==> src/rtl/ga_sync_irq.sv <==
// Gate-array sync and raster interrupt generator.
// Derives the 52-line interrupt counter (R52), the monitor HSYNC/VSYNC pulses
// and the applied screen mode from the CRTC syncs, stepped by the character clock enable.
// Build option: define GA_MODE_LATCH_EN to apply MODE_IN only at HSYNC rises
// (line boundaries); otherwise MODE_OUT follows MODE_IN with one CLOCK of latency.
module ga_sync_irq (
    input  logic       CLOCK,
    input  logic       RESET,
    input  logic       CLKEN,
    input  logic       CRTC_HSYNC,
    input  logic       CRTC_VSYNC,
    input  logic       IRQ_ACK,
    input  logic       R52_CLR,
    input  logic [1:0] MODE_IN,
    output logic       INT,
    output logic       HSYNC_OUT,
    output logic       VSYNC_OUT,
    output logic [1:0] MODE_OUT,
    output logic [5:0] R52
);

    typedef enum logic [1:0] {StIdle, StDly, StActive} hs_state_e;

    // Sync history; armed_q stays low for the first CLKEN after reset so an
    // input that is already high is taken as a baseline, not as a rise.
    logic       armed_q;
    logic       hs_q, vs_q;
    logic       hs_rise, hs_end, vs_rise, vs_fall;
    logic       vsync_fire;

    logic [5:0] r52_q, r52_d;
    logic [5:0] r52_inc;
    logic       int_q, int_d;
    logic       set_int;
    logic [1:0] vdly_q, vdly_d;
    logic       vso_q, vso_d;
    logic [1:0] vcnt_q, vcnt_d;
    hs_state_e  state_q, state_d;
    logic [1:0] hcnt_q, hcnt_d;
    logic [1:0] mode_q;

    // Edge detection against the value seen on the previous CLKEN cycle.
    always_comb begin
        hs_rise = CLKEN & armed_q &  CRTC_HSYNC & ~hs_q;
        hs_end  = CLKEN & armed_q & ~CRTC_HSYNC &  hs_q;
        vs_rise = CLKEN & armed_q &  CRTC_VSYNC & ~vs_q;
        vs_fall = CLKEN & armed_q & ~CRTC_VSYNC &  vs_q;
    end

    // The delayed VSYNC takes effect on the second hs_end after a VSYNC rise.
    assign vsync_fire = hs_end & ~vs_rise & (vdly_q == 2'd1);

    // VSYNC delay counter: reload on rise, count hs_end down to zero.
    always_comb begin
        vdly_d = vdly_q;
        if (vs_rise) begin
            vdly_d = 2'd2;
        end else if (hs_end && (vdly_q != 2'd0)) begin
            vdly_d = vdly_q - 2'd1;
        end
    end

    // Line counter and interrupt request; R52_CLR overrides, a new INT beats IRQ_ACK.
    always_comb begin
        r52_d   = r52_q;
        int_d   = int_q;
        set_int = 1'b0;
        r52_inc = r52_q + 6'd1;
        if (hs_end) begin
            if (r52_inc == 6'd52) begin
                r52_d   = 6'd0;
                set_int = 1'b1;
            end else begin
                r52_d = r52_inc;
            end
            if (vsync_fire) begin
                r52_d = 6'd0;
                if (r52_q >= 6'd32) begin
                    set_int = 1'b1;
                end
            end
        end
        if (IRQ_ACK) begin
            r52_d[5] = 1'b0;
            int_d    = 1'b0;
        end
        if (set_int) begin
            int_d = 1'b1;
        end
        if (R52_CLR) begin
            r52_d = 6'd0;
            int_d = 1'b0;
        end
    end

    // Monitor VSYNC: starts at the delayed fire, lasts 4 more hs_end or until CRTC VSYNC falls.
    always_comb begin
        vso_d  = vso_q;
        vcnt_d = vcnt_q;
        if (vs_rise) begin
            vso_d = 1'b0;
        end else if (vsync_fire) begin
            vso_d  = 1'b1;
            vcnt_d = 2'd0;
        end else if (vso_q && vs_fall) begin
            vso_d = 1'b0;
        end else if (vso_q && hs_end) begin
            if (vcnt_q == 2'd3) begin
                vso_d = 1'b0;
            end else begin
                vcnt_d = vcnt_q + 2'd1;
            end
        end
    end

    // Monitor HSYNC FSM: 2-char delay after the rise, then at most 4 chars active.
    always_comb begin
        state_d = state_q;
        hcnt_d  = hcnt_q;
        if (hs_rise) begin
            state_d = StDly;
            hcnt_d  = 2'd0;
        end else if (hs_end) begin
            state_d = StIdle;
            hcnt_d  = 2'd0;
        end else if (CLKEN) begin
            case (state_q)
                StIdle: begin
                end
                StDly: begin
                    if (hcnt_q == 2'd1) begin
                        state_d = StActive;
                        hcnt_d  = 2'd0;
                    end else begin
                        hcnt_d = hcnt_q + 2'd1;
                    end
                end
                StActive: begin
                    if (hcnt_q == 2'd3) begin
                        state_d = StIdle;
                        hcnt_d  = 2'd0;
                    end else begin
                        hcnt_d = hcnt_q + 2'd1;
                    end
                end
                default: begin
                    state_d = StIdle;
                    hcnt_d  = 2'd0;
                end
            endcase
        end
    end

    // State registers with synchronous reset.
    always_ff @(posedge CLOCK) begin
        if (RESET) begin
            armed_q <= 1'b0;
            hs_q    <= 1'b0;
            vs_q    <= 1'b0;
            r52_q   <= 6'd0;
            int_q   <= 1'b0;
            vdly_q  <= 2'd0;
            vso_q   <= 1'b0;
            vcnt_q  <= 2'd0;
            state_q <= StIdle;
            hcnt_q  <= 2'd0;
        end else begin
            if (CLKEN) begin
                armed_q <= 1'b1;
                hs_q    <= CRTC_HSYNC;
                vs_q    <= CRTC_VSYNC;
            end
            r52_q   <= r52_d;
            int_q   <= int_d;
            vdly_q  <= vdly_d;
            vso_q   <= vso_d;
            vcnt_q  <= vcnt_d;
            state_q <= state_d;
            hcnt_q  <= hcnt_d;
        end
    end

    // Applied screen mode.
    always_ff @(posedge CLOCK) begin
        if (RESET) begin
            mode_q <= 2'd0;
        end else begin
`ifdef GA_MODE_LATCH_EN
            if (hs_rise) begin
                mode_q <= MODE_IN;
            end
`else
            mode_q <= MODE_IN;
`endif
        end
    end

    assign INT       = int_q;
    assign R52       = r52_q;
    assign HSYNC_OUT = (state_q == StActive);
    assign VSYNC_OUT = vso_q;
    assign MODE_OUT  = mode_q;

endmodule
==> config.mk <==
export PLATFORM = sky130hd
export DESIGN_NAME = ga_sync_irq
export DESIGN_NICKNAME = d
export VERILOG_FILES = /design/src/rtl/ga_sync_irq.sv
export SDC_FILE = /design/constraint.sdc
export NUM_CORES = 1
export LEC_CHECK = 0
export ABC_AREA = 1
export BUFFER_PORTS_ARGS = -buffer_cell sky130_fd_sc_hd__buf_4
export CAP_MARGIN = 20
export CORE_UTILIZATION = 55
export DETAILED_ROUTE_END_ITERATION = 10
export PLACE_DENSITY = 0.86
export RECOVER_POWER = 100
export SLEW_MARGIN = 20
export SYNTH_ARGS = -nofsm -noshare
export SYNTH_HDL_FRONTEND = slang
export SYNTH_SLANG_ARGS = --single-unit
==> constraint.sdc <==
create_clock -name CLOCK -period 1.62 [get_ports CLOCK]
set_input_delay 0.162 -clock CLOCK [delete_from_list [all_inputs] [get_ports CLOCK]]
set_output_delay 0.162 -clock CLOCK [all_outputs]
set_load 0.005 [all_outputs]
==> results of run 1 <==
[state kept, by name, summed over array words and instances (netlist names)]
signal     cells
R52            6
MODE_OUT       2
hcnt_q         2
state_q        2
vcnt_q         2
vdly_q         2
INT            1
VSYNC_OUT      1
armed_q        1
hs_q           1
vs_q           1
[metrics by stage]
step / util (%) / worst slack, ns / instances
3_5_place_dp: 69.5 / 0.257 / 217
6_report: 70.0 / 0.173 / 221
2_1_floorplan: - / 0.385 / 171
5_1_grt: 70.0 / 0.0705 / 221
4_1_cts: 70.8 / 0.232 / 221
3_3_place_gp: 69.5 / 0.349 / 217
[layout by cell type, fill, tap and decap left out]
| cell | count |
|---|---|
| a21oi_1 | 13 |
| a21oi_2 | 1 |
| a22oi_1 | 1 |
| buf_4 | 7 |
| clkbuf_1 | 1 |
| clkbuf_4 | 14 |
| clkinv_1 | 2 |
| clkinv_2 | 1 |
| dfxtp_1 | 21 |
| ha_1 | 11 |
| inv_1 | 32 |
| inv_2 | 1 |
| nand2_1 | 33 |
| nand2_2 | 1 |
| nand2_4 | 3 |
| nand3_1 | 10 |
| nand3_2 | 2 |
| nand3_4 | 1 |
| nand4_1 | 3 |
| nor2_1 | 21 |
| nor2_2 | 1 |
| nor2_8 | 1 |
| nor3_1 | 1 |
| o211ai_1 | 1 |
| o21ai_0 | 5 |
| o21bai_1 | 1 |
| o22ai_1 | 1 |
| or2_0 | 1 |
| xnor2_1 | 1 |
| xor2_1 | 2 |
[worst reg2reg max path, cell delays in order, from the launching register on]
cell and delay (ns):
dfxtp_1 0.37, inv_1 0.07, ha_1 0.20, or2_0 0.30, nor2_1 0.22, o21bai_1 0.09, a21oi_1 0.15
[cell families (layout without fill, tap and decap cells)]
family | after synthesis | count (layout) | synth area share [%]
buf+inv | 35 | 58 | 10.6
simple gates | 78 | 78 | 32.1
flops | 21 | 21 | 33.8
compound gates | 23 | 23 | 10.3
fa+ha+maj | 11 | 11 | 11.1
xor+xnor | 3 | 3 | 2.12
[routing by layer]
metal  vias to the layer above  global-route usage, %  share of wire, %
met5                         -                      0                 0
met4                         0                   13.8               2.6
met3                         6                   2.78               3.9
met2                        33                   41.7                52
met1                       528                   27.6                42
li1                        579                      -                 -
[layout make-up]
class	count	area [sq um]	area share (%)
inverters	35	131	9.19
clock inverters	1	5.00	0.350
multi-input cells	115	678	47.4
repair buffers	19	139	9.71
flip-flops and latches	21	420	29.4
well taps	27	33.8	2.36
clock buffers	3	22.5	1.57
[power groups by stage]
stage	Combinational [mW]	Clock [mW]	Sequential (mW)
floorplan	0.0556	0	0.545
global placement	0.0884	0	0.545
detailed placement	0.0934	0	0.546
CTS	0.0936	0.261	0.534
global route	0.102	0.292	0.536
finish	0.0898	0.260	0.534
[final timing paths]
check                endpoint  slack (ns)
hold / removal    MODE_OUT[1]        0.04
setup reg to reg   state_q[1]        0.17
setup / recovery   state_q[1]        0.17
hold reg to reg    state_q[0]        0.49
==> impl_results.md, run 1 <==
* Post-synth top area share at 33.8%
* Worst EP arrival at 1.69 ns
* Fin. Hold Viols at 0
* Crit-path max FO at 4
* Design area at 1430 sq um
* Routed len/inst at 11.9 um
* Clock skew at 0.0115 ns
* Min-delay src: MODE_IN[1]
* Worst setup EP type: flop
* Initial Util at 60.8%
* Sw Ratio at 25.8%
* Slowest-stage cell, CP: dfxtp_1
* Post-synth top area cell: dfxtp_1
* Setup crit start kind: flop
* Post-Syn Instances at 171
* Hold WS at 0.0429 ns
* Vias in the first global route at 1029
* Routed vias at 1146
* Fmax at 0.691 GHz
* Synth-to-layout area growth at 15.1%
* EDFF count, synth at 0
* GR Overflow Total at 0
* Clock-pin slew on the worst setup and hold paths at 0.12 ns
* Hold WC Path Type: primary input to flop
* Core footprint at 2040 sq um
* Cts bufs inserted at 3
* Syn Nets at 191
* Worst relative slew slack at 80.0%
* Family with the most delay on the worst path: simple AND/OR/NAND/NOR gates
* Synth Area per Inst at 7.27 sq um
* DR vias/cell at 5.19
* CTS tree: yes
* Async SR Flop Fraction at 0%
* Synth area leaders: dfxtp_1, ha_1, inv_1
* Comb pwr share at 10.2%
* Deepest clock path buffer count at 2
* Worst Reg-to-Reg Cells at 6
* Die extent in x at 49.5 um
* DR DRC count at 0
* Mapped cell area at 1240 sq um
* Most frequent cells after synthesis: inv_1, nand2_1, dfxtp_1, nor2_1, a21oi_1
* First-pass GRT wire length at 4.37 mm
* Total Power at 0.884 mW
* Switching power total at 0.228 mW
* Period utilization at 89.3%
* Insertion delay to the later sink of the worst-skew pair at 0.32 ns
* Worst-Margin Slew at 0.299 ns
* Number of I/O pins at 20
* Global Route Usage Sum at 23.8%
* Yosys reg bits at 21
* Reg power frac at 60.4%
* Setup bufs post-CTS at 0
* Largest net degree at the start of global routing at 13
* Prevailing post-synth register cell: dfxtp_1
* CTS H-tree depth at 1
* Pins Over Slew Limit at 0
* Cts repair resizes at 0
* Antenna violations before repair at 0
* CP required at 1.86 ns
* Worst vdd ir at 0.000594 V
* Drt pass-1 iters at 4
* N_diodes at 0
* Tmin final at 1.45 ns
* Post-DP HPWL at 2.08 mm
* Filler Cell Count at 172
* CTS Root Buffer Type: clkbuf_4
* RD Place Congestion at 0.814
* Nets at 215
* Total Wirelength at 2.62 mm
* TNS Setup at 0 ns
* Max Cap Viol at 0
* Iteration-0 DRC count of the detailed router at 16
* LEAKAGE at 0.659 nW
* CP bufs+invs at 1
* Die span in y at 49.5 um
* Share of cells above drive strength 1 at 17.0%
* Unrepaired setup endpoints after global routing: false
* Syn. warnings at 0
* Die area at 2450 sq um
* Hold Path Depth at 3
* # hold bufs at CTS at 0
* Cells along the critical path: inv_1, ha_1, or2_0, nor2_1, o21bai_1, a21oi_1
* Worst R2R Start: state_q[0]
* CP peak stage delay at 0.37 ns
* WS Path Type: flop to flop
* Routed Antenna Nets at 0
* Post-synthesis sequential area ratio at 33.8%
* Area after DPL at 1420 sq um
* Clk pwr share at 29.4%
* Run status: finished, final reports clean
* Crit path depth at 6
* PD cells at 618 nW/um^2
* CTS sink cnt at 21
* Internal power at 0.656 mW
* I/O Buffers at 19
* Final setup viols at 0
* Crit path from: state_q[0]
* Distinct cell type count of the synthesized netlist at 26
* Standard-cell row count at 16
(Power assumes the default switching activity.)
==> run 2, diff against run 1 <==
--- a/config.mk
+++ b/config.mk
@@ -5,7 +5,6 @@
 export SDC_FILE = /design/constraint.sdc
 export NUM_CORES = 1
 export LEC_CHECK = 0
-export ABC_AREA = 1
 export BUFFER_PORTS_ARGS = -buffer_cell sky130_fd_sc_hd__buf_4
 export CAP_MARGIN = 20
 export CORE_UTILIZATION = 55
==> run 2 against run 1 <==
Compared with the run above: first-iteration DRC count is 31% higher; total power is 2.3% higher; worst setup slack worse by 0.065 ns; critical path type unchanged; largest cell class unchanged; highest routed layer unchanged.
==> impl_results.md, run 2 <==
* Clock-pin slew on the worst setup and hold paths at 0.11 ns (about the same)
* TNS Setup at 0 ns (unchanged)
* PD cells at 647 nW/um^2 (+4.7%)
* Most frequent cells after synthesis: dfxtp_1, nand2_1, ha_1, inv_1
* Synth Area per Inst at 8.83 sq um (+22%)
* Area after DPL at 1360 sq um (-4.1%)
* CP bufs+invs at 0 (-1)
* Iteration-0 DRC count of the detailed router at 21 (+5)
* CTS Root Buffer Type: clkbuf_4
* CTS sink cnt at 21 (unchanged)
* Post-DP HPWL at 1.75 mm (-16%)
* N_diodes at 0 (unchanged)
* Cells along the critical path: and4b_1, nand2_4, o211ai_1, o41ai_2
* Fin util at 69.1% (-0.92 points)
* I/O Buffers at 19 (unchanged)
* Max Cap Viol at 0 (unchanged)
* Pins Over Slew Limit at 0 (unchanged)
* Design area at 1400 sq um (-2.3%)
* Routed len/inst at 12.6 um (+6.0%)
* GR Overflow Total at 0 (unchanged)
* Commonest non-fill, non-tap cell in the layout: dfxtp_1
* RD Place Congestion at 0.832 (+2.2%)
* Tmin final at 1.51 ns (+0.0653 ns)
* Worst Reg-to-Reg Cells at 4 (-2)
* Initial Util at 60.3% (-0.57 points)
* Post-synthesis sequential area ratio at 34.5% (+0.66 points)
* Standard-cell row count at 16 (unchanged)
* Family with the most delay on the worst path: flip-flops
* Die span in y at 49.1 um (-0.93%)
* LEAKAGE at 0.555 nW (-16%)
* Vias in the first global route at 914 (-11%)
* Setup bufs post-CTS at 0 (unchanged)
* Antenna violations before repair at 0 (unchanged)
* Prevailing post-synth register cell: dfxtp_1
* Insertion delay to the later sink of the worst-skew pair at 0.30 ns (-0.02 ns)
* Deepest clock path buffer count at 2 (unchanged)
* Share of cells above drive strength 1 at 18.5% (+1.5 points)
* Worst EP arrival at 1.70 ns (about the same)
* Commonest cells after routing, fill and taps aside: dfxtp_1, clkbuf_4, nand2_1, inv_1, ha_1
* Period utilization at 93.4% (+4.0 points)
* Synth-to-layout area growth at 14.7%
* EDFF count, synth at 0 (unchanged)
* Final setup viols at 0 (unchanged)
* Worst vdd ir at 0.000488 V (-18%)
* Die area at 2410 sq um (-1.8%)
* Worst relative slew slack at 73.7% (-6.3 points)
* Routed vias at 1041 (-9.2%)
* Die extent in x at 49.1 um (-0.93%)
* CP required at 1.81 ns (-0.05 ns)
* Worst-Margin Slew at 0.393 ns (+0.0932 ns)
* WS Path Type: flop to flop
* Cts bufs inserted at 3 (unchanged)
* Global Route Usage Sum at 21.1% (-2.7 points)
* First-pass GRT wire length at 4.02 mm (-8.0%)
* CP peak stage delay at 0.53 ns (+0.16 ns)
* Post-synth top area cell: dfxtp_1
* Yosys reg bits at 21 (unchanged)
* Core footprint at 2020 sq um (-0.98%)
* Nets at 178 (-17%)
* Fmax at 0.661 GHz (-4.3%)
* CTS tree: yes
* CTS H-tree depth at 1 (unchanged)
* Syn. warnings at 0 (unchanged)
* Mapped cell area at 1220 sq um (-1.9%)
* Slowest-stage cell, CP: dfxtp_1
* Crit path depth at 4 (-2)
* Clock skew at 0.00320 ns (-0.00831 ns)
* Post-Syn Instances at 138 (-19%)
* Post-synth top area share at 34.5% (+0.66 points)
* Worst setup EP type: flop
* Fin. Hold Viols at 0 (unchanged)
* Syn Nets at 158 (-17%)
* Number of I/O pins at 20 (unchanged)
* Async SR Flop Fraction at 0% (unchanged)
* DR DRC count at 0 (unchanged)
* Crit-path max FO at 7 (+3)
* Setup crit start kind: flop
* Routed Antenna Nets at 0 (unchanged)
* Top-count cell post-synth: dfxtp_1
* Hold WC Path Type: primary input to flop
* Drt pass-1 iters at 4 (unchanged)
* Unrepaired setup endpoints after global routing: false
* Run status: finished, final reports clean
* DR vias/cell at 5.66 (+9.1%)
* Max FFs per register at 6 (unchanged)
* Total Power at 0.904 mW (+2.3%)
* Distinct cell type count of the synthesized netlist at 43 (+65%)
* Hold Path Depth at 2 (-1)
* Synth area leaders: dfxtp_1, ha_1, a21oi_1
* Largest net degree at the start of global routing at 14 (+1)
* Total Wirelength at 2.32 mm (-12%)
[run 2: cell families (layout without fill, tap and decap cells)]
group | count (synthesis) | count (layout) | synth area share [%]
and+or+nand+nor | 55 | 55 | 27.5
AOI/OAI and AO/OA | 30 | 30 | 16.6
DFF | 21 | 21 | 34.5
buffers and inverters | 16 | 35 | 6.16
adders and majority gates | 11 | 11 | 11.3
muxes | 3 | 3 | 2.46
xor gates and xnor gates | 2 | 2 | 1.44
[run 2: layout make-up]
type / count / area (sq um)
well taps: 27 / 33.8
multi-input cells: 101 / 723
clock buffers: 4 / 26.3
inverters: 11 / 41.3
flip-flops and latches: 21 / 420
repair buffers: 20 / 153
fillers: 162 / 624
[run 2: path summary, 6_finish.rpt]
check | from | endpoint | slack [ns]
min | MODE_IN[0] | MODE_OUT[0] | 0.07
max | armed_q | vcnt_q[1] | 0.11
max reg2reg | armed_q | vcnt_q[1] | 0.11
min reg2reg | INT | INT | 0.48
[run 2: timing repair]
action                                  CTS  global route
hold endpoints to repair                  0             1
endpoints found under the setup margin    0             3
hold buffers                              0             1
gates resized for setup                   0             1
[run 2: worst reg2reg max path, delay by kind of cell (launching register included)]
kind,cells,cell delay (ns)
AOI/OAI and AO/OA,2,0.34
DFF,1,0.53
and+or+nand+nor,2,0.53
[run 2: where the power goes]
part | switching [mW] | total (mW) | leakage (nW) | internal (mW)
Clock | 0.154 | 0.250 | 0.0150 | 0.0961
Sequential | 0.0146 | 0.544 | 0.171 | 0.529
Combinational | 0.0575 | 0.109 | 0.369 | 0.0517
Total | 0.227 | 0.904 | 0.555 | 0.677
[run 2: metal layers]
metal / wire [um] / global-route usage (%) / up-vias
li1: - / - / 534
met1: 1130 / 28.5 / 484
met2: 1100 / 33.6 / 20
met3: 83 / 5.61 / 3
met4: 8 / 4.41 / 0
met5: 0 / 0 / -
[run 2: metrics by stage]
step	instances	setup WS (ns)	hold WS, ns
floorplan	138	0.313	0.234
global placement	179	0.225	0.329
detailed placement	179	0.146	0.332
CTS	183	0.0971	0.00108
global route	184	0.0117	0.0509
finish	184	0.107	0.0672
